File: config.mk
export PLATFORM = sky130hd
export DESIGN_NAME = acc_eng_ctrl_mc_flat
export DESIGN_NICKNAME = d
export VERILOG_FILES = /design/src/rtl/acc_eng_ctrl_mc_if.sv /design/src/rtl/acc_eng_ctrl_mc.sv /design/src/flat_wrapper.sv
export SDC_FILE = /design/constraint.sdc
export NUM_CORES = 1
export LEC_CHECK = 0
export CORE_ASPECT_RATIO = 0.7
export CORE_MARGIN = 2
export CORE_UTILIZATION = 51
export CTS_CLUSTER_DIAMETER = 30
export DETAILED_ROUTE_END_ITERATION = 12
export HOLD_SLACK_MARGIN = 0.05
export PLACE_DENSITY = 0.79
export SETUP_SLACK_MARGIN = 0.5
export SLEW_MARGIN = 25
export SYNTH_ARGS = -nofsm -noshare
export SYNTH_HDL_FRONTEND = slang
export SYNTH_SLANG_ARGS = --single-unit
File: constraint.sdc
create_clock -name clk -period 2.9 [get_ports clk]
set_input_delay 0.58 -clock clk [delete_from_list [all_inputs] [get_ports clk]]
set_output_delay 0.58 -clock clk [all_outputs]
set_load 0.02 [all_outputs]
File: src/rtl/acc_eng_ctrl_mc_if.sv
// Host-side ap_ctrl_chain handshake for the multi-engine accelerator controller.
// The host drives start/continue; the controller reports ready/done/idle.
interface acc_eng_ctrl_mc_if;
  logic ap_start;
  logic ap_continue;
  logic ap_ready;
  logic ap_done;
  logic ap_idle;

  modport master (
    output ap_start, ap_continue,
    input  ap_ready, ap_done, ap_idle
  );

  modport slave (
    input  ap_start, ap_continue,
    output ap_ready, ap_done, ap_idle
  );
endinterface

File: src/rtl/acc_eng_ctrl_mc.sv
// Round-robin dispatcher for NUM_ENG convolution engines with in-order ap_done reporting.
// Optional ACC_ENG_WMST_GATE_EN also holds FLUSH until the AXI write master reports wmst_done.
//
// state    | meaning
// ---------+----------------------------------------------------------
// S_IDLE   | slot free, may accept the next start when at wr_ptr
// S_LAUNCH | one-cycle op_start pulse to the engine
// S_BUSY   | engine computing, waiting for end_conv
// S_FLUSH  | waiting for the engine write buffer to drain
// S_DONE   | finished, waiting to be reported and popped at rd_ptr
module acc_eng_ctrl_mc #(
  parameter int NUM_ENG = 4,
  parameter int PTR_W   = (NUM_ENG > 1) ? $clog2(NUM_ENG) : 1,
  parameter int CNT_W   = $clog2(NUM_ENG + 1)
) (
  input  logic               clk,
  input  logic               rst_n,
  acc_eng_ctrl_mc_if.slave   host,
  output logic [NUM_ENG-1:0] op_start,
  input  logic [NUM_ENG-1:0] end_conv,
  input  logic [NUM_ENG-1:0] write_buffer_wait,
  input  logic               wmst_done,
  output logic [NUM_ENG-1:0] eng_busy,
  output logic [CNT_W-1:0]   outstanding
);

  typedef enum logic [2:0] {
    S_IDLE   = 3'd0,
    S_LAUNCH = 3'd1,
    S_BUSY   = 3'd2,
    S_FLUSH  = 3'd3,
    S_DONE   = 3'd4
  } slot_state_e;

  slot_state_e        state_q [NUM_ENG];
  logic [PTR_W-1:0]   wr_ptr;
  logic [PTR_W-1:0]   rd_ptr;
  logic [NUM_ENG-1:0] slot_idle;
  logic [NUM_ENG-1:0] slot_done;
  logic [NUM_ENG-1:0] flush_ok;
  logic               accept;
  logic               pop;

  always_comb begin
    slot_idle = '0;
    slot_done = '0;
    for (int i = 0; i < NUM_ENG; i++) begin
      slot_idle[i] = (state_q[i] == S_IDLE);
      slot_done[i] = (state_q[i] == S_DONE);
    end
  end

  // Both flags come from registered slot state only, never from ap_start/ap_continue.
  assign host.ap_ready = slot_idle[wr_ptr];
  assign host.ap_done  = slot_done[rd_ptr];
  assign host.ap_idle  = &slot_idle;

  assign accept = host.ap_start && host.ap_ready;
  assign pop    = host.ap_done && host.ap_continue;

`ifdef ACC_ENG_WMST_GATE_EN
  logic [NUM_ENG-1:0] wmst_seen;

  always_ff @(posedge clk or negedge rst_n) begin
    if (!rst_n) begin
      wmst_seen <= '0;
    end else begin
      for (int i = 0; i < NUM_ENG; i++) begin
        if (state_q[i] == S_IDLE && accept && wr_ptr == PTR_W'(i)) begin
          wmst_seen[i] <= 1'b0;
        end else if (wmst_done && (state_q[i] == S_BUSY || state_q[i] == S_FLUSH)) begin
          wmst_seen[i] <= 1'b1;
        end
      end
    end
  end

  assign flush_ok = ~write_buffer_wait & (wmst_seen | {NUM_ENG{wmst_done}});
`else
  logic unused_wmst_done;
  assign unused_wmst_done = wmst_done;
  assign flush_ok = ~write_buffer_wait;
`endif

  always_ff @(posedge clk or negedge rst_n) begin
    if (!rst_n) begin
      for (int i = 0; i < NUM_ENG; i++) begin
        state_q[i] <= S_IDLE;
      end
      op_start    <= '0;
      eng_busy    <= '0;
      wr_ptr      <= '0;
      rd_ptr      <= '0;
      outstanding <= '0;
    end else begin
      for (int i = 0; i < NUM_ENG; i++) begin
        op_start[i] <= 1'b0;
        unique case (state_q[i])
          S_IDLE: begin
            if (accept && wr_ptr == PTR_W'(i)) begin
              state_q[i]  <= S_LAUNCH;
              op_start[i] <= 1'b1;
              eng_busy[i] <= 1'b1;
            end
          end
          S_LAUNCH: state_q[i] <= S_BUSY;
          S_BUSY: begin
            if (end_conv[i]) state_q[i] <= S_FLUSH;
          end
          S_FLUSH: begin
            if (flush_ok[i]) state_q[i] <= S_DONE;
          end
          S_DONE: begin
            if (pop && rd_ptr == PTR_W'(i)) begin
              state_q[i]  <= S_IDLE;
              eng_busy[i] <= 1'b0;
            end
          end
          default: begin
            state_q[i]  <= S_IDLE;
            eng_busy[i] <= 1'b0;
          end
        endcase
      end

      if (accept) begin
        wr_ptr <= (wr_ptr == PTR_W'(NUM_ENG - 1)) ? '0 : wr_ptr + PTR_W'(1);
      end
      if (pop) begin
        rd_ptr <= (rd_ptr == PTR_W'(NUM_ENG - 1)) ? '0 : rd_ptr + PTR_W'(1);
      end

      if (accept && !pop) begin
        outstanding <= outstanding + CNT_W'(1);
      end else if (pop && !accept) begin
        outstanding <= outstanding - CNT_W'(1);
      end
    end
  end

endmodule
File: src/flat_wrapper.sv
// flat-port wrapper written by rule: the top's interface ports become plain ports
module acc_eng_ctrl_mc_flat 
#(
  parameter int NUM_ENG = 4,
  parameter int PTR_W   = (NUM_ENG > 1) ? $clog2(NUM_ENG) : 1,
  parameter int CNT_W   = $clog2(NUM_ENG + 1)
)
  (clk, rst_n, op_start, end_conv, write_buffer_wait, wmst_done, eng_busy, outstanding, host_ap_start, host_ap_continue, host_ap_ready, host_ap_done, host_ap_idle);
  acc_eng_ctrl_mc_if host_i ();
  input  logic clk;
  input  logic rst_n;
  output logic [NUM_ENG-1:0] op_start;
  input  logic [NUM_ENG-1:0] end_conv;
  input  logic [NUM_ENG-1:0] write_buffer_wait;
  input  logic wmst_done;
  output logic [NUM_ENG-1:0] eng_busy;
  output logic [CNT_W-1:0] outstanding;
  input wire logic [$bits(host_i.ap_start)-1:0] host_ap_start;
  input wire logic [$bits(host_i.ap_continue)-1:0] host_ap_continue;
  output wire logic [$bits(host_i.ap_ready)-1:0] host_ap_ready;
  output wire logic [$bits(host_i.ap_done)-1:0] host_ap_done;
  output wire logic [$bits(host_i.ap_idle)-1:0] host_ap_idle;
  assign host_i.ap_start = host_ap_start;
  assign host_i.ap_continue = host_ap_continue;
  assign host_ap_ready = host_i.ap_ready;
  assign host_ap_done = host_i.ap_done;
  assign host_ap_idle = host_i.ap_idle;
  acc_eng_ctrl_mc #(.NUM_ENG(NUM_ENG), .PTR_W(PTR_W), .CNT_W(CNT_W)) u_core (.clk(clk), .rst_n(rst_n), .host(host_i), .op_start(op_start), .end_conv(end_conv), .write_buffer_wait(write_buffer_wait), .wmst_done(wmst_done), .eng_busy(eng_busy), .outstanding(outstanding));
endmodule
# Yosys cells after proc, flatten, opt, wreduce, memory -nomap -nowiden
# Cells that the tools add are included.
op_classes:
  mux: 48
  n_bitwise: 5
  order_cmp: 2
  div_mod_pow: 0
  n_reduce_logical: 34
  n_mul: 0
  add_sub_neg: 4
  n_eq_ne: 38
  shifts: 0
ops:
  columns: ["operator", "count"]
  rows:
  - ["$pmux 3 s5", 4]
  - ["$mux 3", 18]
  - ["$eq 3x2->1 const B", 8]
  - ["$ne 2x2->1 const B", 12]
  - ["$reduce_and 4->1", 5]
  - ["$mux 1", 18]
  - ["$eq 3x1->1 const B", 4]
  - ["$eq 3x3->1 const B", 4]
  - ["$logic_and 1x1->1", 12]
  - ["$logic_not 3->1", 4]
  - ["$pmux 1 s3", 4]
  - ["$reduce_and 3->1", 4]
  - ["$reduce_or 3->1", 4]
  - ["$eq 2x2->1 const B", 4]
  - ["$ne 2x1->1 const B", 4]
  - ["$lt 2x3->1 const B", 2]
  - ["$add 2x1->2 const B", 2]
  - ["$bmux 1 s2", 2]
  - ["$eq 2x1->1 const B", 2]
  - ["$logic_not 2->1", 2]
  - ["$mux 2", 2]
  - ["$not 1->1", 4]
  - ["$not 4->4", 1]
  - ["$add 3x1->3 const B", 1]
  - ["3 further kinds", 4]
word_totals:
  input_bits: 13
  elab_cells: 143
  output_inout_bits: 14
  ram_bits: 0
  mem_bits_ro: 0
  regBits: 27
  mem_count: 0
  latch_bits: 0

# Depth between registers and ports, before layout
# Gate-level depths: netlist of run 1.
depth:
  ltp_word: 8
  depth_mapped: 11
  mapped_depth_nobuf: 10

# Least setup slack after synthesis of run 1
# No wires, ideal clock.
synth_path:
  path_type: "register to register"
  start: "register u_core.rd_ptr[0]"
  end: "register u_core.outstanding[1]"
  slack_ns: 0.549
  path_stages_with_launch: 9
  setup_time_ns: 0.125
  path_buffers: 0
  arrival_ns: 2.226
  required_time_ns: 2.775
  synth_period_minus_slack_ns: 2.351
  cell_sequence: "dfrtp_1 nor4b_1 a311oi_2 nor3b_4 inv_1 ha_1 inv_1 fa_1 mux2_2"
synth_via:
  elab_chain_cells: 6
  elab_cells_between_ends: 8
  cone_classes: "3 x mux; 5 x reduce/logical"
synth_rtl:
  columns: ["element", "line", "source"]
  rows:
  - ["start, declared", "acc_eng_ctrl_mc.sv:37", "logic [PTR_W-1:0] rd_ptr;"]
  - ["start signal, assigned", "acc_eng_ctrl_mc.sv:130", "rd_ptr <= (rd_ptr == PTR_W'(NUM_ENG - 1)) ? '0 : rd_ptr + PTR_W'(1);"]
  - ["$bmux 1 s2 *", "acc_eng_ctrl_mc.sv:55", "assign host.ap_done = slot_done[rd_ptr];"]
  - ["$mux 1 (implied by the code) *", "acc_eng_ctrl_mc.sv:55", null]
  - ["$logic_and 1x1->1 *", "acc_eng_ctrl_mc.sv:59", "assign pop = host.ap_done && host.ap_continue;"]
  - ["$logic_not 1->1", "acc_eng_ctrl_mc.sv:133", "if (accept && !pop) begin"]
  - ["$logic_and 1x1->1", "acc_eng_ctrl_mc.sv:133", null]
  - ["$mux 3 / $reduce_bool 2->1 (equally long branches)", null, null]
  - ["end signal, assigned", "acc_eng_ctrl_mc.sv:134", "outstanding <= outstanding + CNT_W'(1);"]
  - ["end signal, assigned", "acc_eng_ctrl_mc.sv:136", "outstanding <= outstanding - CNT_W'(1);"]
  - ["end, declared", "acc_eng_ctrl_mc.sv:24", "output logic [CNT_W-1:0] outstanding"]
# Mark *: on every way between the ends. The rest lies on a longest branch, timed or not. The select of a mux whose other input is x is not followed.
# A chain may end at the register's enable or synchronous reset.

# Worst setup path after layout of run 1
layout_path:
  start: "register u_core.wr_ptr[0]"
  end: "register u_core.outstanding[1]"
layout_via:
  elab_chain_cells: 6
  elab_cells_between_ends: 8
  cone_classes: "3 x mux; 5 x reduce/logical"
layout_rtl:
  columns: ["element", "line", "source"]
  rows:
  - ["start, declared", "acc_eng_ctrl_mc.sv:36", "logic [PTR_W-1:0] wr_ptr;"]
  - ["start signal, assigned", "acc_eng_ctrl_mc.sv:127", "wr_ptr <= (wr_ptr == PTR_W'(NUM_ENG - 1)) ? '0 : wr_ptr + PTR_W'(1);"]
  - ["$bmux 1 s2 *", "acc_eng_ctrl_mc.sv:54", "assign host.ap_ready = slot_idle[wr_ptr];"]
  - ["$mux 1 (implied by the code) *", "acc_eng_ctrl_mc.sv:54", null]
  - ["$logic_and 1x1->1 *", "acc_eng_ctrl_mc.sv:58", "assign accept = host.ap_start && host.ap_ready;"]
  - ["via u_core.accept", "acc_eng_ctrl_mc.sv:41", "logic accept;"]
  - ["$logic_not 1->1", "acc_eng_ctrl_mc.sv:135", "end else if (pop && !accept) begin"]
  - ["$logic_and 1x1->1", "acc_eng_ctrl_mc.sv:135", null]
  - ["$reduce_bool 2->1 (no line)", null, null]
# Mark *: on every way through the listed nets, which the timed path passes. The rest lies on a longest branch. The select of a mux whose other input is x is not followed.

==> impl_results.md, run 1 <==
* Status: finished, final reports clean
* TritonCTS clock tree: yes
* # placed instances at 194
* Hold Vio Cnt, Final at 0
* Post-route ant nets at 0
* RSZ-0062 raised after global routing: no
* Share of layout cells above drive strength 1 at 29.6%
* Synth async-reset ratio at 100%
* Multiplexer area fraction after synthesis at 6.91%
* Antenna diodes at 0
* Syn avg cell area at 10.5 um2
* Total Wirelength at 3420 um
* CTS H-Tree Depth at 1
* Power Density at 1170 nW/um2
* Hold path depth at 1
* Max Freq at 0.428 GHz
* Setup tns final at 0 ns
* Die area at 3210 um2
* Synth warnings at 0
* IO buf count at 25
* Worst EP arrival at 2.50 ns
* Mapped Area at 1410 um2
* Distinct cells, synth at 33
* Final Max Slew Viols at 0
* First-pass GRT wire length at 5050 um
* RR Endpoint: u_core.outstanding[1]
* FILL cells at 168
* Crit Path Category: flop to flop
* Register area share after synthesis at 47.9%
* Xor and xnor fraction of the mapped netlist area at 1.86%
* Simple-gate share of the synthesized area at 19.2%
* # IOs at 27
* Slew margin rel. at 69.7%
* Clock sinks at 27
* GRT Overall Usage at 22.1%
* Average wire per standard cell at 16.0 um
* Dpl hpwl at 2210 um
* Hold-fix buffers at CTS at 0
* Startpoint types: flop
* Min cycle time layout at 2.34 ns
* Drt first pass iters at 4
* Antenna violations before repair at 0
* Grt total ovfl at 0
* Vias after detailed routing at 1,195
* Number of synthesized flops with an enable pin at 0
* Final Cycle Share at 80.6%
* Classification of the worst-slack hold path: flop to flop
* Synth Area in Compound Gates at 10.2%
* CTS buffer count at 3
* Fin util at 77.8%
* Adder-Cell Fraction of Synth Area at 9.40%
* Leak Pwr at 0.000877 uW
* Initial Utilization at 55.3%
* Skew final at 0.00422 ns
* Syn_nets at 158
* Non-Filler Instances at 213
* Gate Count Post-Synth at 135
* Max-cap violation count at 0
* Worst hold slack at 0.467 ns
* Layout area overhead at 40.7%
* Vias in the first global route at 1,093
* Final setup fails at 0
* Vias per std cell at 5.61
* Slew @ Worst Pin at 0.454 ns
* Later-pin clock latency in the skew report at 0.28 ns
* Die W at 66.9 um
* Worst Setup EP: u_core.outstanding[1]
* CTS Buffer Depth at 2
* Setup slack, reg-to-reg at 0.56 ns
* Synth Register Bits at 27
* FP Rows at 15
* Worst VDD drop at 0.000607 V
* Pin count of the biggest net entering global routing at 28
* Number of DRC markers in iteration 0 at 49
* CP startpoint: u_core.wr_ptr[0]
* Largest family of logic cells by synthesized area: simple AND/OR/NAND/NOR gates
* CP endpoint kind: flop
* Hold path start: u_core.outstanding[2]
* Die height at 48.0 um
* Critical R2R Launch: u_core.wr_ptr[0]
* Clk slew on worst S/H paths at 0.08 ns
* Most common cell after layout, fill and taps aside: clkdlybuf4s50_1
* Final #Nets at 203
* Ys flop type: dfrtp_1
* R2R depth at 7
* Worst Path Max Fanout at 5
* Most frequent cells in the layout: 22 x clkdlybuf4s50_1, 17 x buf_4, 15 x dfrtp_1
* Root buffer cell: clkbuf_8
* DRC viols at 0
* Gpl congestion at 0.834
* Crit path required time at 3.07 ns
* Core area at 2550 um2
-- worst min-delay path by stage --
stage                       endpoint  slack [ns]
4_1_cts        u_core.outstanding[2]        0.48
6_report       u_core.outstanding[2]        0.47
5_1_grt        u_core.outstanding[2]        0.48
3_5_place_dp   u_core.outstanding[2]        0.46
2_1_floorplan     u_core.eng_busy[0]        0.28
3_3_place_gp   u_core.outstanding[2]        0.45
-- report_power, final --
part	total [uW]	switching (uW)	leakage, uW	internal, uW
logic	1320	641	0.000528	684
registers	787	237	0.000326	550
clock network	213	115	0.0000228	98.7
total	2330	993	0.000877	1330
-- kinds of logic after synthesis --
kind of cell    Yosys count
xor+xnor                  3
mux                       8
fa+ha+maj                10
compound gates           21
simple gates             52
flops                    27
buf+inv                  14
-- routing by layer --
layer  part of all wire [%]  global-route usage [%]
met4                    1.7                    5.71
met1                     41                    29.0
met3                    7.3                    6.12
met2                     50                    37.4
met5                      0                       0
-- timing repair --
action | in CTS | in global routing
pin swaps | 3 | 8
endpoints found under the setup margin | 5 | 4
gates resized for setup | 18 | 16
buffers inserted | 6 | 9
-- cell type report --
| class | instances | area (um2) | area share (%) |
|---|---|---|---|
| multi-input combinational | 94 | 767 | 38.6 |
| sequential | 27 | 691 | 34.8 |
| timing repair buffer | 43 | 399 | 20.1 |
| clock buffer | 4 | 45.0 | 2.27 |
| tap | 34 | 42.5 | 2.14 |
| inverter | 11 | 41.3 | 2.08 |
-- per-stage QoR --
stage | setup WS, ns | instance area, um2 | total power (uW)
global placement | 0.389 | 1700 | 1650
floorplan | 0.549 | 1410 | 1390
detailed placement | 0.360 | 1700 | 1720
CTS | 0.506 | 1850 | 2070
global route | 0.495 | 1990 | 2500
finish | 0.563 | 1990 | 2330
-- critical path: stages, from the launching register on --
cell and delay, ns:
dfrtp_1 0.46, mux4_2 0.55, buf_4 0.16, and2_4 0.17, ha_4 0.16, inv_2 0.05
fa_2 0.41, mux2_2 0.27
-- synth_stat cells (all sizes together) (2+ instances only) --
master,instances,area (um2)
o21ai,11,55.1
buf,2,18.8
a21oi,2,10.0
a311oi,3,38.8
nor4b,2,17.5
nand4,4,25.0
nand2,9,33.8
dfrtp,27,676
xor2,2,17.5
mux2i,3,30.0
inv,11,41.3
mux2,4,45.0
nor3,12,60.1
nor2,14,52.6
ha,9,113
nand2b,3,18.8
nor3b,2,26.3
nand3,4,20.0
-- state kept, by name (all words and copies together) (netlist names) --
name and cells:
u_core.outstanding 3, u_core.state_q 12, u_core.wr_ptr 2, u_core.rd_ptr 2, u_core.op_start 4, u_core.eng_busy 4
(Power assumes the default switching activity.)
==> inputs of run 2 (changes only) <==
- clock period: 2.9 -> 2.4 ns (I/O delays scaled with it)
==> run 2 against run 1 <==
Compared with the run above:
- critical path depth down 1
- global-route usage up 0.62 points
- worst hold slack better by 0.014 ns
- non-clock buffer count up 3
- clock power up 24%
- largest power group unchanged
==> impl_results.md, run 2 (synthesized netlist as in run 1, its figures left out) <==
* Die W at 66.9 um
* FILL cells at 157
* CTS buffer count at 3
* Initial Utilization at 55.3%
* Non-Filler Instances at 216
* Worst hold slack at 0.480 ns
* FP Rows at 15
* Wl on met1 at 1550 um
* Power Density at 1420 nW/um2
* Number of DRC markers in iteration 0 at 71
* Slowest-stage cell, CP: mux4_2
* CP peak stage delay at 0.57 ns
* Vias after detailed routing at 1,190
* Sequence of cells on the critical path: mux4_2 > and2_4 > ha_4 > inv_2 > fa_2 > mux2_2
* Leak Pwr at 0.000877 uW
* Setup WS pre-CTS at 0.112 ns
* Antenna diodes at 0
* Startpoint types: flop
* Pin count of the biggest net entering global routing at 28
* Worst VDD drop at 0.000946 V
* # placed instances at 199
* Met2 WL at 1580 um
* Crit path required time at 2.57 ns
* Grt total ovfl at 0
* Root buffer cell: clkbuf_8
* Average wire per standard cell at 15.6 um
* Worst EP arrival at 2.42 ns
* Final setup fails at 0
* CP endpoint kind: flop
* Cell count along the critical path at 6
* Max reg flops at 12
* Max-cap violation count at 0
* CP delay by family, top: multiplexers
* Slew margin rel. at 74.1%
* Final Max Slew Viols at 0
* Hold Vio Cnt, Final at 0
* RSZ-0062 raised after global routing: yes
* Post-route ant nets at 0
* First-pass GRT wire length at 5200 um
* DRC viols at 0
* Vias per std cell at 5.51
* Highest routed metal layer: met4
* Share of layout cells above drive strength 1 at 32.4%
* Crit Path Category: flop to flop
* Min cycle time layout at 2.25 ns
* Clock sinks at 27
* Later-pin clock latency in the skew report at 0.28 ns
* Vias in the first global route at 1,112
* Met3 wire length at 185 um
* Clk slew on worst S/H paths at 0.10 ns
* Worst Path Max Fanout at 5
* Core area at 2550 um2
* Total Wirelength at 3360 um
* IO buf count at 25
* Die height at 48.0 um
* Dpl hpwl at 2230 um
* Die area at 3210 um2
* Max Freq at 0.444 GHz
* Post-route setup slack at 0.150 ns
* Antenna violations before repair at 0
* Drt first pass iters at 5
* R2R depth at 6
* Final Cycle Share at 93.8%
* Layout area overhead at 42.7%
* Count of buffer and inverter cells on the critical path at 1
* Slew @ Worst Pin at 0.388 ns
* Skew final at 0.00698 ns
* Classification of the worst-slack hold path: flop to flop
* Final #Nets at 206
* TritonCTS clock tree: yes
* Status: finished, final reports clean
* GRT Overall Usage at 22.8%
* Largest regs: u_core.state_q x12, u_core.eng_busy x4, u_core.op_start x4
* Gpl congestion at 0.857
* Most frequent cells in the layout: 22 x clkdlybuf4s50_1, 22 x buf_4, 16 x dfrtp_1
* Hold path depth at 1
* # IOs at 27
* CTS Buffer Depth at 2
* Reg with most FFs: u_core.state_q
* CTS H-Tree Depth at 1
* Setup tns final at 0 ns
## run 2: worst paths after layout
path | from | end | slack, ns
min in group asynchronous | rst_n | u_core.eng_busy[0] | 0.57
hold reg to reg | u_core.outstanding[2] | u_core.outstanding[2] | 0.48
hold / removal | u_core.outstanding[2] | u_core.outstanding[2] | 0.48
max in group asynchronous | rst_n | u_core.state_q[8] | 1.54
setup / recovery | u_core.wr_ptr[0] | u_core.outstanding[1] | 0.15
setup reg to reg | u_core.wr_ptr[0] | u_core.outstanding[1] | 0.15
## run 2: final cells by class
type | count | area (um2) | share of cell area (%)
Multi-Input combinational cell | 94 | 776 | 38.5
Inverter | 11 | 41.3 | 2.05
Tap cell | 34 | 42.5 | 2.11
Sequential cell | 27 | 689 | 34.2
Clock buffer | 3 | 41.3 | 2.05
Timing Repair Buffer | 46 | 417 | 20.7
Clock inverter | 1 | 7.51 | 0.373
## run 2: routing by layer
layer	up-vias	GRT usage, %
li1	567	-
met1	575	29.3
met2	42	39.6
met3	6	5.88
met4	0	5.71
met5	-	0
## run 2: stage by stage
| stage | instance area (um2) | util (%) | total power, uW |
|---|---|---|---|
| 2_1_floorplan | 1460 | - | 1750 |
| 3_3_place_gp | 1780 | 69.9 | 2130 |
| 3_5_place_dp | 1780 | 69.9 | 2200 |
| 4_1_cts | 1970 | 77.2 | 2720 |
| 5_1_grt | 2010 | 78.9 | 3070 |
| 6_report | 2010 | 78.9 | 2870 |
## run 2: power breakdown
part / switching [uW] / internal (uW)
registers: 302 / 662
logic: 766 / 872
clock network: 147 / 118
total: 1220 / 1650
## run 2: repair_timing
action	in CTS	in global routing
setup buffers	8	5
resized for setup	28	8
pin swaps	9	8
setup endpoints to repair	5	5
cloned	0	0
hold buffers	0	0
==> inputs of run 3 (changes only) <==
- CTS_CLUSTER_SIZE: unset -> 30
- REMOVE_ABC_BUFFERS: unset -> 1
==> run 3 against run 2 <==
Compared with the run above:
- count of clock-buffer cells in the layout unchanged
- core utilization up 2.5 points
- clock skew up 0.0010 ns
- via count up 7.6%
- worst hold slack worse by 0.0068 ns
- first-iteration DRC count rose to 2.9 times the previous value
- routed wire length up 18%
- worst setup slack worse by 0.048 ns
- critical endpoint unchanged
- largest power group unchanged
- highest routed layer unchanged
==> impl_results.md, run 3 (synthesized netlist as in run 1, its figures left out) <==
* Largest regs: u_core.state_q x12, u_core.eng_busy x4, u_core.op_start x4
* TritonCTS clock tree: yes
* Layout area overhead at 47.2%
* Initial Utilization at 55.3%
* Worst Path Max Fanout at 3
* Clk slew on worst S/H paths at 0.10 ns
* Most frequent cells in the layout: 28 x buf_4, 24 x dfrtp_1, 22 x clkdlybuf4s50_1
* Vias in the first global route at 1,273
* Hold Vio Cnt, Final at 0
* Min cycle time layout at 2.30 ns
* Antenna violations before repair at 0
* CTS Buffer Depth at 2
* Final setup fails at 0
* Skew final at 0.00799 ns
* DRC viols at 0
* RSZ-0062 raised after global routing: yes
* Drt first pass iters at 5
* IO buf count at 25
* Vias after detailed routing at 1,280
* Final Max Slew Viols at 0
* Gpl congestion at 0.784
* Reg with most FFs: u_core.state_q
* Power Density at 1460 nW/um2
* Startpoint types: flop
* Critical R2R Launch: u_core.rd_ptr[0]
* Slowest-stage cell, CP: dfrtp_2
* Most common cell after layout, fill and taps aside: buf_4
* CP delay by family, top: adder cells
* Max Freq at 0.435 GHz
* Status: finished, final reports clean
* Final #Nets at 214
* Share of layout cells above drive strength 1 at 31.6%
* Slew @ Worst Pin at 0.377 ns
* Core area at 2550 um2
* FP Rows at 15
* Clock sinks at 27
* Count of buffer and inverter cells on the critical path at 3
* Post-route ant nets at 0
* Later-pin clock latency in the skew report at 0.28 ns
* Max-cap violation count at 0
* GRT Overall Usage at 27.7%
* Die area at 3210 um2
* Setup tns final at 0 ns
* CP startpoint: u_core.rd_ptr[0]
* Design Power at 3040 uW
* Crit Path Category: flop to flop
* Die W at 66.9 um
* Classification of the worst-slack hold path: flop to flop
* Grt total ovfl at 0
* First-pass GRT wire length at 6240 um
* Dpl hpwl at 2380 um
* Sequence of cells on the critical path: nor4b_4 > buf_4 > a311oi_4 > nor3b_4 > inv_2 > ha_4 > inv_2 > fa_2 > mux2_4
* CP peak stage delay at 0.47 ns
* Vias per std cell at 5.71
* Worst EP arrival at 2.47 ns
* Die height at 48.0 um
* Final Cycle Share at 95.7%
* Leak Pwr at 0.000938 uW
* Worst VDD drop at 0.000652 V
* Crit path required time at 2.57 ns
* Antenna diodes at 0
* CTS H-Tree Depth at 1
* Hold-fix buffers at CTS at 0
* Setup slack, reg-to-reg at 0.10 ns
* Average wire per standard cell at 17.7 um
* # IOs at 27
* CP dominant cell by count: inv_2
* Slew margin rel. at 74.9%
* Hold path start: u_core.outstanding[2]
* Number of DRC markers in iteration 0 at 205
* CP endpoint kind: flop
* Max reg flops at 12
* Total Wirelength at 3970 um
* CTS buffer count at 3
* Pin count of the biggest net entering global routing at 28
* Root buffer cell: clkbuf_8
## run 3: cell type report
class | count | area [um2]
Fill cell | 148 | 475
Sequential cell | 27 | 679
Clock inverter | 1 | 7.51
Clock buffer | 3 | 41.3
Timing Repair Buffer | 54 | 475
Inverter | 11 | 41.3
Multi-Input combinational cell | 94 | 790
Tap cell | 34 | 42.5
## run 3: worst paths after layout
check                                        end  cells after the start
max in group asynchronous       u_core.rd_ptr[1]                      2
min in group asynchronous     u_core.eng_busy[0]                      2
min reg2reg                u_core.outstanding[2]                      1
max reg2reg                u_core.outstanding[1]                      9
min                        u_core.outstanding[2]                      1
max                        u_core.outstanding[1]                      9
## run 3: metrics by stage
stage	cell area [um2]	hold slack, ns	worst slack, ns	utilization (%)	instances
4_1_cts	2010	0.473	0.144	78.9	221
5_1_grt	2080	0.506	0.0246	81.4	224
2_1_floorplan	1390	0.184	0.0490	-	132
3_3_place_gp	1810	0.454	0.0339	70.9	208
3_5_place_dp	1810	0.461	0.0165	70.9	208
6_report	2080	0.473	0.102	81.4	224
## run 3: layer usage
metal  global-route usage (%)  vias up  part of all wire (%)
li1                         -      591                     -
met1                     33.8      617                    42
met2                     49.4       61                    49
met3                     5.88       11                   6.8
met4                     11.4        0                   2.5
met5                        0        -                     0
## run 3: what timing repair did
action / CTS / global route
buffers inserted: 9 / 3
endpoints found under the setup margin: 7 / 8
hold endpoints to repair: 0 / 0
gates resized for setup: 32 / 11
pin swaps: 9 / 6
## run 3: power by group
part,internal (uW),switching [uW]
registers,651,243
clock network,118,152
logic,958,920
total,1730,1310
